===== src/rtl/vregfile_stride_pkg.sv =====
// vregfile_stride_pkg: write-op encoding and next-value function shared by the write and bypass paths
package vregfile_stride_pkg;
  localparam int MAX_WIDTH = 64;
  typedef logic [MAX_WIDTH-1:0] word_t;
  typedef logic [1:0] op_t;
  localparam op_t OP_LOAD = 2'b10;
  localparam op_t OP_ACC  = 2'b11;
  // Callers widen to word_t and truncate back to WIDTH, so the sum wraps modulo 2^WIDTH.
  function automatic word_t next_val(input op_t op, input word_t old_val, input word_t data);
    return (op == OP_ACC) ? old_val + data : data;
  endfunction
endpackage


===== src/rtl/vregfile_stride_rdport.sv =====
// vregfile_stride_rdport: one registered read port with out-of-range zeroing and optional write bypass
// Ports: clk, reset (async, active-high); rd_reg_i/rd_en_i read index/enable; regs_i storage view;
//        wr_en_i/wr_reg_i/wr_op_i/wr_data_i same-cycle write (only with VREGFILE_STRIDE_BYPASS_EN);
//        rd_data_o registered read data.
module vregfile_stride_rdport
  import vregfile_stride_pkg::*;
#(
  parameter int WIDTH       = 32,
  parameter int NUMREGS     = 8,
  parameter int LOG2NUMREGS = 3
) (
  input  logic                   clk,
  input  logic                   reset,
  input  logic [LOG2NUMREGS-1:0] rd_reg_i,
  input  logic                   rd_en_i,
  input  logic [WIDTH-1:0]       regs_i [NUMREGS],
`ifdef VREGFILE_STRIDE_BYPASS_EN
  input  logic                   wr_en_i,
  input  logic [LOG2NUMREGS-1:0] wr_reg_i,
  input  op_t                    wr_op_i,
  input  logic [WIDTH-1:0]       wr_data_i,
`endif
  output logic [WIDTH-1:0]       rd_data_o
);
  logic             in_range;
  logic [WIDTH-1:0] old_val;
  logic [WIDTH-1:0] rd_d;
  logic [WIDTH-1:0] rd_q;
  assign in_range = 32'(rd_reg_i) < NUMREGS;
  assign old_val  = in_range ? regs_i[rd_reg_i] : '0;
`ifdef VREGFILE_STRIDE_BYPASS_EN
  // wr_en_i is already range-qualified, so a hit implies an in-range read index.
  assign rd_d = (wr_en_i && wr_reg_i == rd_reg_i)
              ? WIDTH'(next_val(wr_op_i, word_t'(old_val), word_t'(wr_data_i)))
              : old_val;
`else
  assign rd_d = old_val;
`endif
  always_ff @(posedge clk or posedge reset) begin
    if (reset) rd_q <= '0;
    else if (rd_en_i) rd_q <= rd_d;
  end
  assign rd_data_o = rd_q;
endmodule


===== src/rtl/vregfile_stride_mp.sv =====
// vregfile_stride_mp: multi-read-port stride/base register file with load and accumulate writes
// Ports: clk, reset (async, active-high); a_reg/a_en/a_readdataout packed per read port;
//        c_reg/c_writedatain/c_we/c_acc write side; c_written per-register written-since-reset mask.
// Build option: VREGFILE_STRIDE_BYPASS_EN makes same-cycle reads return the value being written.
module vregfile_stride_mp
  import vregfile_stride_pkg::*;
#(
  parameter int WIDTH       = 32,
  parameter int NUMREGS     = 8,
  parameter int LOG2NUMREGS = 3,
  parameter int NUMRDPORTS  = 2
) (
  input  logic                              clk,
  input  logic                              reset,
  input  logic [NUMRDPORTS*LOG2NUMREGS-1:0] a_reg,
  input  logic [NUMRDPORTS-1:0]             a_en,
  output logic [NUMRDPORTS*WIDTH-1:0]       a_readdataout,
  input  logic [LOG2NUMREGS-1:0]            c_reg,
  input  logic [WIDTH-1:0]                  c_writedatain,
  input  logic                              c_we,
  input  logic                              c_acc,
  output logic [NUMREGS-1:0]                c_written
);
  logic [WIDTH-1:0]   regs_q [NUMREGS];
  logic [WIDTH-1:0]   regs_d [NUMREGS];
  logic [NUMREGS-1:0] written_q;
  logic [NUMREGS-1:0] written_d;
  op_t                op;
  logic               wr_en;
  logic [WIDTH-1:0]   wr_val;
  assign op     = {c_we, c_acc};
  // Out-of-range write indices are dropped entirely.
  assign wr_en  = c_we && (32'(c_reg) < NUMREGS);
  assign wr_val = WIDTH'(next_val(op, word_t'(regs_q[c_reg]), word_t'(c_writedatain)));
  always_comb begin
    regs_d    = regs_q;
    written_d = written_q;
    if (wr_en) begin
      regs_d[c_reg]    = wr_val;
      written_d[c_reg] = 1'b1;
    end
  end
  always_ff @(posedge clk or posedge reset) begin
    if (reset) begin
      regs_q    <= '{default: '0};
      written_q <= '0;
    end else begin
      regs_q    <= regs_d;
      written_q <= written_d;
    end
  end
  assign c_written = written_q;
  genvar p;
  for (p = 0; p < NUMRDPORTS; p++) begin : g_rd
    vregfile_stride_rdport #(
      .WIDTH      (WIDTH),
      .NUMREGS    (NUMREGS),
      .LOG2NUMREGS(LOG2NUMREGS)
    ) u_rd (
      .clk      (clk),
      .reset    (reset),
      .rd_reg_i (a_reg[p*LOG2NUMREGS +: LOG2NUMREGS]),
      .rd_en_i  (a_en[p]),
      .regs_i   (regs_q),
`ifdef VREGFILE_STRIDE_BYPASS_EN
      .wr_en_i  (wr_en),
      .wr_reg_i (c_reg),
      .wr_op_i  (op),
      .wr_data_i(c_writedatain),
`endif
      .rd_data_o(a_readdataout[p*WIDTH +: WIDTH])
    );
  end
endmodule


===== config.mk =====
export PLATFORM = sky130hd
export DESIGN_NAME = vregfile_stride_mp
export DESIGN_NICKNAME = d
export VERILOG_FILES = /design/src/rtl/vregfile_stride_pkg.sv /design/src/rtl/vregfile_stride_rdport.sv /design/src/rtl/vregfile_stride_mp.sv
export SDC_FILE = /design/constraint.sdc
export NUM_CORES = 1
export LEC_CHECK = 0
export CORE_UTILIZATION = 55
export CTS_CLUSTER_DIAMETER = 50
export DETAILED_ROUTE_END_ITERATION = 7
export PLACE_DENSITY_LB_ADDON = 0.3
export SYNTH_ARGS = -nofsm -noshare
export SYNTH_HDL_FRONTEND = slang
export SYNTH_HIERARCHICAL = 1
export SYNTH_SLANG_ARGS = --single-unit

===== constraint.sdc =====
create_clock -name clk -period 11 [get_ports clk]
set_clock_uncertainty 0.15 [all_clocks]
set_input_delay 1.65 -clock clk [delete_from_list [all_inputs] [get_ports clk]]
set_output_delay 1.65 -clock clk [all_outputs]
set_load 0.1 [all_outputs]

==> results.ini, run 1 <==
[logic_synthesis]
avgSynthCellArea_um2 = 9.434
synth_ff_type = dfrtp_1
ys_seq_elements = 328
synthCells = 2267
ys_types = 69
async_flop_share_pct = 100.0
synthesis.area_mm2 = 0.02139
synth.net_count = 2346
synth-warning-count = 6
yosysSeqAreaShare_pct = 38.38
synth_edf_count = 0

[global_route]
grt.overflow.total = 0
grt_util_all_layers_pct = 34.33
grt_max_degree = 113
grt_pass1_vias = 18220
grt_pass1_wl_um = 104100
antenna_found_initial = 0

[routing]
dr.pass1.iters = 6
vias = 18910
ant_nets = 0
wire_per_inst_um = 24.07
drc = 0
drt_iter0_drc = 1856
vias_per_cell = 6.757
wl_um = 67350

[timing]
fin_tns_setup_ns = 0
tightest_slew_ns = 1.296
report.final.slew_viol_count = 0
slew-limit-headroom_pct = 13.40
rsz0062_at_grt = no
fin_crit_sh_pct = 62.03
period_needed_ns = 6.823
hold_viol = 0
setup_violations = 0
max_freq_mhz = 146.6

[critical_path]
worstPathMaxFanout = 24
cp.required_ns = 11.27
r2r_cells = 12
r2r_start = regs_q[32]
end_kind = flop
worst_r2r_endpoint = regs_q[80]
r2r_setup_slack_ns = 6.30
critPathArrivalTime_ns = 7.10
critical_path_class = in2reg
start_kind = input pin

[run_status]
status = finished clean

[cells_and_area]
antenna_cells = 0
syn_to_final_growth_pct = 10.58
fin_nets = 2338
drive_gt1_share_pct = 6.734

[clock_tree]
holdBufCountCts = 0
cts_setup_buffers = 0
htreeDepth = 2
cts.path.max_buffers = 3
clk_pin_slew_ns = 0.06
cts_resized = 0
cts_sinks = 328
numCtsBuffers = 42
cts_tree = done
cts-root-buf = clkbuf_16
clock_latency_ns = 0.55

[pwr]
powerDensity_mw_per_mm2 = 207.9
power.leakage_nw = 10.81
total_power_w = 0.004916
ir_drop_uv = 129.3

[floorplan]
dieArea_mm2 = 0.03968
start_util_pct = 56.38
row_count = 71
die-height_um = 199.2
num_io_pins = 119
core_mm2 = 0.03793
die_w_um = 199.2

[placement]
place_congestion = 0.9496
hpwl_um = 39690
portBuffers = 118

[min_path]
hp-class = reg2reg
whs_endpoint = c_written[5]
whs_path_depth = 1
min_from = c_written[5]

[run]
max-cap-violations = 0

-- layout make-up --
type                    instances  area, um2
fillers                      3154      14280
clock buffers                  59       1239
flip-flops and latches        328       8208
well taps                     511      639.4
repair buffers                147       1373
inverters                      15      63.81
clock inverters                13      143.9
multi-input cells            1725      11980
-- cells in the mapped netlist (all sizes together) (3+ instances only) --
library cell / instances / area [um2]
nor2b: 132 / 825.8
inv: 14 / 52.55
a21oi: 63 / 322.8
ha: 31 / 387.9
or3: 11 / 68.82
nand2: 292 / 1099
nand4: 9 / 56.30
nor3: 17 / 85.08
o221ai: 28 / 245.2
o31ai: 9 / 81.33
xor2: 14 / 122.6
nand2b: 16 / 115.1
a31oi: 6 / 37.54
a211o: 66 / 579.3
nand3: 93 / 480.5
clkbuf: 103 / 406.6
o21ai: 241 / 1214
buf: 95 / 758.2
nor4: 17 / 112.6
mux4: 14 / 315.3
mux2i: 327 / 3273
a22oi: 65 / 488.0
or2: 3 / 18.77
and2: 5 / 31.28
a21o: 18 / 136.4
o21a: 9 / 67.56
dfrtp: 328 / 8208
xnor2: 3 / 26.28
a41o: 65 / 650.6
o211ai: 17 / 127.6
o22a: 25 / 219.0
mux2: 7 / 78.83
o211a: 3 / 30.03
a211oi: 21 / 162.6
nor2: 80 / 300.3
-- sequential cells by signal (all words and copies together), names as in the netlist --
| name | count |
|---|---|
| regs_q | 256 |
| c_written | 8 |
| g_rd.u_rd/rd_data_o | 64 |
-- layout by cell type (no fill, tap or decap), drive strengths merged, types with 4 or more instances in the layout --
| cell type | instances |
|---|---|
| a211o | 66 |
| a211oi | 21 |
| a21o | 18 |
| a21oi | 63 |
| a22oi | 65 |
| a31oi | 6 |
| a41o | 65 |
| and2 | 5 |
| buf | 38 |
| clkbuf | 59 |
| clkdlybuf4s50 | 109 |
| clkinv | 7 |
| clkinvlp | 4 |
| dfrtp | 328 |
| ha | 31 |
| inv | 15 |
| mux2 | 7 |
| mux2i | 327 |
| mux4 | 14 |
| nand2 | 292 |
| nand2b | 16 |
| nand3 | 93 |
| nand4 | 9 |
| nor2 | 80 |
| nor2b | 132 |
| nor3 | 17 |
| nor4 | 17 |
| o211ai | 17 |
| o21a | 9 |
| o21ai | 241 |
| o221ai | 28 |
| o22a | 25 |
| o31ai | 9 |
| or3 | 11 |
| xor2 | 14 |
-- cells by family after synthesis --
kind of cell | after synthesis | synth area share [%]
AOI/OAI and AO/OA | 646 | 20.92
xor gates and xnor gates | 17 | 0.6962
adders and majority gates | 32 | 1.907
buffers and inverters | 214 | 5.757
DFF | 328 | 38.38
muxes | 348 | 17.15
and+or+nand+nor | 682 | 15.20
-- layer usage --
metal  global-route usage (%)  up-vias  wire length (um)
li1                         -     8345                 -
met1                    46.88     9390             28060
met2                    52.81      988             30320
met3                    6.650      183              6258
met4                    15.56        0              2718
met5                        0        -                 0
-- power breakdown --
group / internal (W) / leakage, nW / switching (W)
registers: 0.00149 / 4.09 / 0.000287
clock network: 0.000833 / 0.666 / 0.000547
logic: 0.000629 / 6.06 / 0.00113
total: 0.00295 / 10.8 / 0.00197
-- worst max-delay path by stage --
stage / start / endpoint / slack [ns] / cells after the start
global route: c_reg[1] / regs_q[159] / 3.85 / 14
floorplan: reset / c_written[0] / 1.93 / 1
detailed placement: c_reg[1] / regs_q[159] / 3.79 / 14
finish: c_reg[1] / regs_q[159] / 4.18 / 14
CTS: c_reg[1] / regs_q[159] / 4.34 / 14
global placement: c_reg[1] / regs_q[31] / 3.99 / 14
-- through the flow --
step	instances	area (um2)	setup WS (ns)	util, %	hold slack, ns
floorplan	2267	21390	1.931	-	0.3231
global placement	2726	22270	3.988	58.70	0.3014
detailed placement	2726	22270	3.785	58.70	0.3014
CTS	2798	23650	4.335	62.34	0.3205
global route	2798	23650	3.853	62.34	0.3414
finish	2798	23650	4.177	62.34	0.3162
-- worst max-delay path: stages --
cell and delay (ns):
clkdlybuf4s50_1 0.99, nand2_1 0.68, buf_4 0.37, o22a_1 0.16, o221ai_1 0.11, ha_1 0.47, a21oi_1 0.16, o21a_1 0.24
a211oi_1 0.40, a21oi_1 0.27, o31ai_4 1.01, mux2i_1 0.23, a211oi_1 0.24, nand2_1 0.09
No activity file was read; power rests on OpenSTA's default activity.
==> run 2: changes to the inputs <==
==> constraint.sdc (replaced) <==
create_clock -name clk -period 6.7 [get_ports clk]
set_clock_uncertainty 0.15 [all_clocks]
set_input_delay 1.005 -clock clk [delete_from_list [all_inputs] [get_ports clk]]
set_output_delay 1.005 -clock clk [all_outputs]
set_load 0.1 [all_outputs]
==> results.ini, run 2 (synthesis results as in run 1) <==
[run_status]
status = finished clean

[routing]
dr.pass1.iters = 6  ; unchanged
drc = 0  ; unchanged
ant_nets = 0  ; unchanged
drt_iter0_drc = 1963  ; +5.8%
vias_per_cell = 6.673  ; -1.2%
vias = 18780  ; -0.65%
wire_per_inst_um = 24.01  ; -0.25%
wl_um = 67600  ; +0.36%

[global_route]
antenna_found_initial = 0  ; unchanged
grt_util_all_layers_pct = 34.26  ; -0.064 points
grt.overflow.total = 0  ; unchanged
grt_max_degree = 170  ; +50%
grt_pass1_wl_um = 103700  ; -0.46%
grt_pass1_vias = 18160  ; -0.31%

[floorplan]
die_w_um = 199.2  ; unchanged
die-height_um = 199.2  ; unchanged
dieArea_mm2 = 0.03968  ; unchanged
num_io_pins = 119  ; unchanged
row_count = 71  ; unchanged
start_util_pct = 56.38  ; unchanged
core_mm2 = 0.03793  ; unchanged

[timing]
period_needed_ns = 5.567
rsz0062_at_grt = no
fin_tns_setup_ns = 0  ; unchanged
setup_violations = 0  ; unchanged
slew-limit-headroom_pct = 12.99  ; -0.41 points
fin_crit_sh_pct = 83.09
max_freq_mhz = 179.6
hold_viol = 0  ; unchanged
report.final.slew_viol_count = 0  ; unchanged
tightest_slew_ns = 1.301  ; +0.004983 ns

[cells_and_area]
largest_reg_flops = 256  ; unchanged
ff_latch_area_mm2 = 0.008208  ; unchanged
fill_cells = 3136  ; -0.57%
syn_to_final_growth_pct = 11.64
final_common_cell = dfrtp_1
multi_input_area_mm2 = 0.01198  ; unchanged
fin_nets = 2350  ; +0.51%
finalInstanceArea_mm2 = 0.02388  ; +0.96%
antenna_cells = 0  ; unchanged
final_cell_mix = dfrtp_1 (328), mux2i_1 (327), nand2_1 (289), o21ai_0 (239), nor2b_1 (130)
drive_gt1_share_pct = 7.552  ; +0.82 points
top_register = regs_q
final_util_pct = 62.94  ; +0.60 points

[clock_tree]
cts_sinks = 328  ; unchanged
clock_latency_ns = 0.57  ; +0.02 ns
holdBufCountCts = 0  ; unchanged
cts_setup_buffers = 0  ; unchanged
numCtsBuffers = 42  ; unchanged
cts.path.max_buffers = 3  ; unchanged
htreeDepth = 2  ; unchanged
cts-root-buf = clkbuf_16
cts_tree = done
cts_resized = 0  ; unchanged
clk_pin_slew_ns = 0.06  ; about the same

[critical_path]
critPathArrivalTime_ns = 5.83  ; -1.27 ns
start_kind = input pin
worstPathMaxFanout = 14  ; -42%
crit_slowest_cell = clkdlybuf4s50_1
crit_top_cell = a31oi_1
end_kind = flop
cp.required_ns = 6.96  ; -4.31 ns
cp_slowest_stage_delay_ns = 0.92  ; -0.09 ns
critical_path_class = in2reg
cp_cell_sequence = clkdlybuf4s50_1 -> buf_4 -> mux4_2 -> mux2_2 -> fa_1 -> a21o_1 -> a31oi_1 -> nor3_1 -> o211ai_1 -> a211oi_1 -> or3_1 -> a31oi_1 -> o21ai_0

[min_path]
hp-class = reg2reg

[pwr]
ir_drop_uv = 234.9  ; +82%
clock_power_share_pct = 29.3  ; +1.2 points
sw_frac_of_total_pct = 39.46  ; -0.51 points
power.leakage_nw = 10.93  ; +1.1%
net-switching-power_w = 0.003236  ; +65%
p_int_w = 0.004965  ; +68%
total_power_w = 0.008201  ; +67%
combPwrFrac_pct = 35.1  ; -0.7 points
sequentialPowerShare_pct = 35.6  ; -0.5 points
powerDensity_mw_per_mm2 = 343.5  ; +65%

[placement]
placed_cell_area_mm2 = 0.02239  ; +0.56%
place_congestion = 0.9617  ; +1.3%
portBuffers = 118  ; unchanged
hpwl_um = 41150  ; +3.7%

[run]
max-cap-violations = 0  ; unchanged

run 2: worst paths after layout:
path / startpoint / endpoint / slack (ns) / cells past startpoint
worst max-delay path: c_reg[1] / regs_q[20] / 1.13 / 13
worst min-delay path: c_written[1] / c_written[1] / 0.32 / 1
worst max register to register: regs_q[128] / regs_q[20] / 2.07 / 12
worst min register to register: c_written[1] / c_written[1] / 0.32 / 1
max in group asynchronous: reset / regs_q[0] / 4.64 / 3
min in group asynchronous: reset / g_rd[1].u_rd/rd_data_o[28] / 0.80 / 2
run 2: power by group through the flow:
stage	combinational (W)	clock (W)	sequential, W
2_1_floorplan	0.00168	0	0.00336
3_3_place_gp	0.00277	0	0.00289
3_5_place_dp	0.00284	0	0.00292
4_1_cts	0.00286	0.00243	0.00290
5_1_grt	0.00310	0.00249	0.00297
6_report	0.00288	0.00240	0.00292
run 2: cell type report:
class | instances | share of cell area [%]
multi-input combinational | 1725 | 50.19
clock buffer | 59 | 5.314
clock inverter | 18 | 0.9066
inverter | 15 | 0.2515
timing repair buffer | 159 | 6.283
tap | 511 | 2.678
sequential | 328 | 34.38
run 2: metrics by stage:
step                cells  setup slack [ns]  hold slack, ns
floorplan            2267             1.500          0.3231
global placement     2738            0.8549          0.3025
detailed placement   2738            0.7535          0.3014
CTS                  2815             1.250          0.3203
global route         2815             1.001          0.3276
finish               2815             1.133          0.3167
run 2: metal layers:
layer  part of all wire, %  track usage, %  routed length, um
met5                     0               0                  0
met4                   4.1           15.70               2771
met3                   8.7           5.654               5871
met2                    45           53.68              30670
met1                    42           46.50              28280
run 2: worst max-delay path, delay by kind of cell:
kind	cells	cell delay (ns)
AOI/OAI and AO/OA	6	1.99
buffers and inverters	2	1.23
muxes	2	0.63
and+or+nand+nor	2	0.51
adders and majority gates	1	0.44
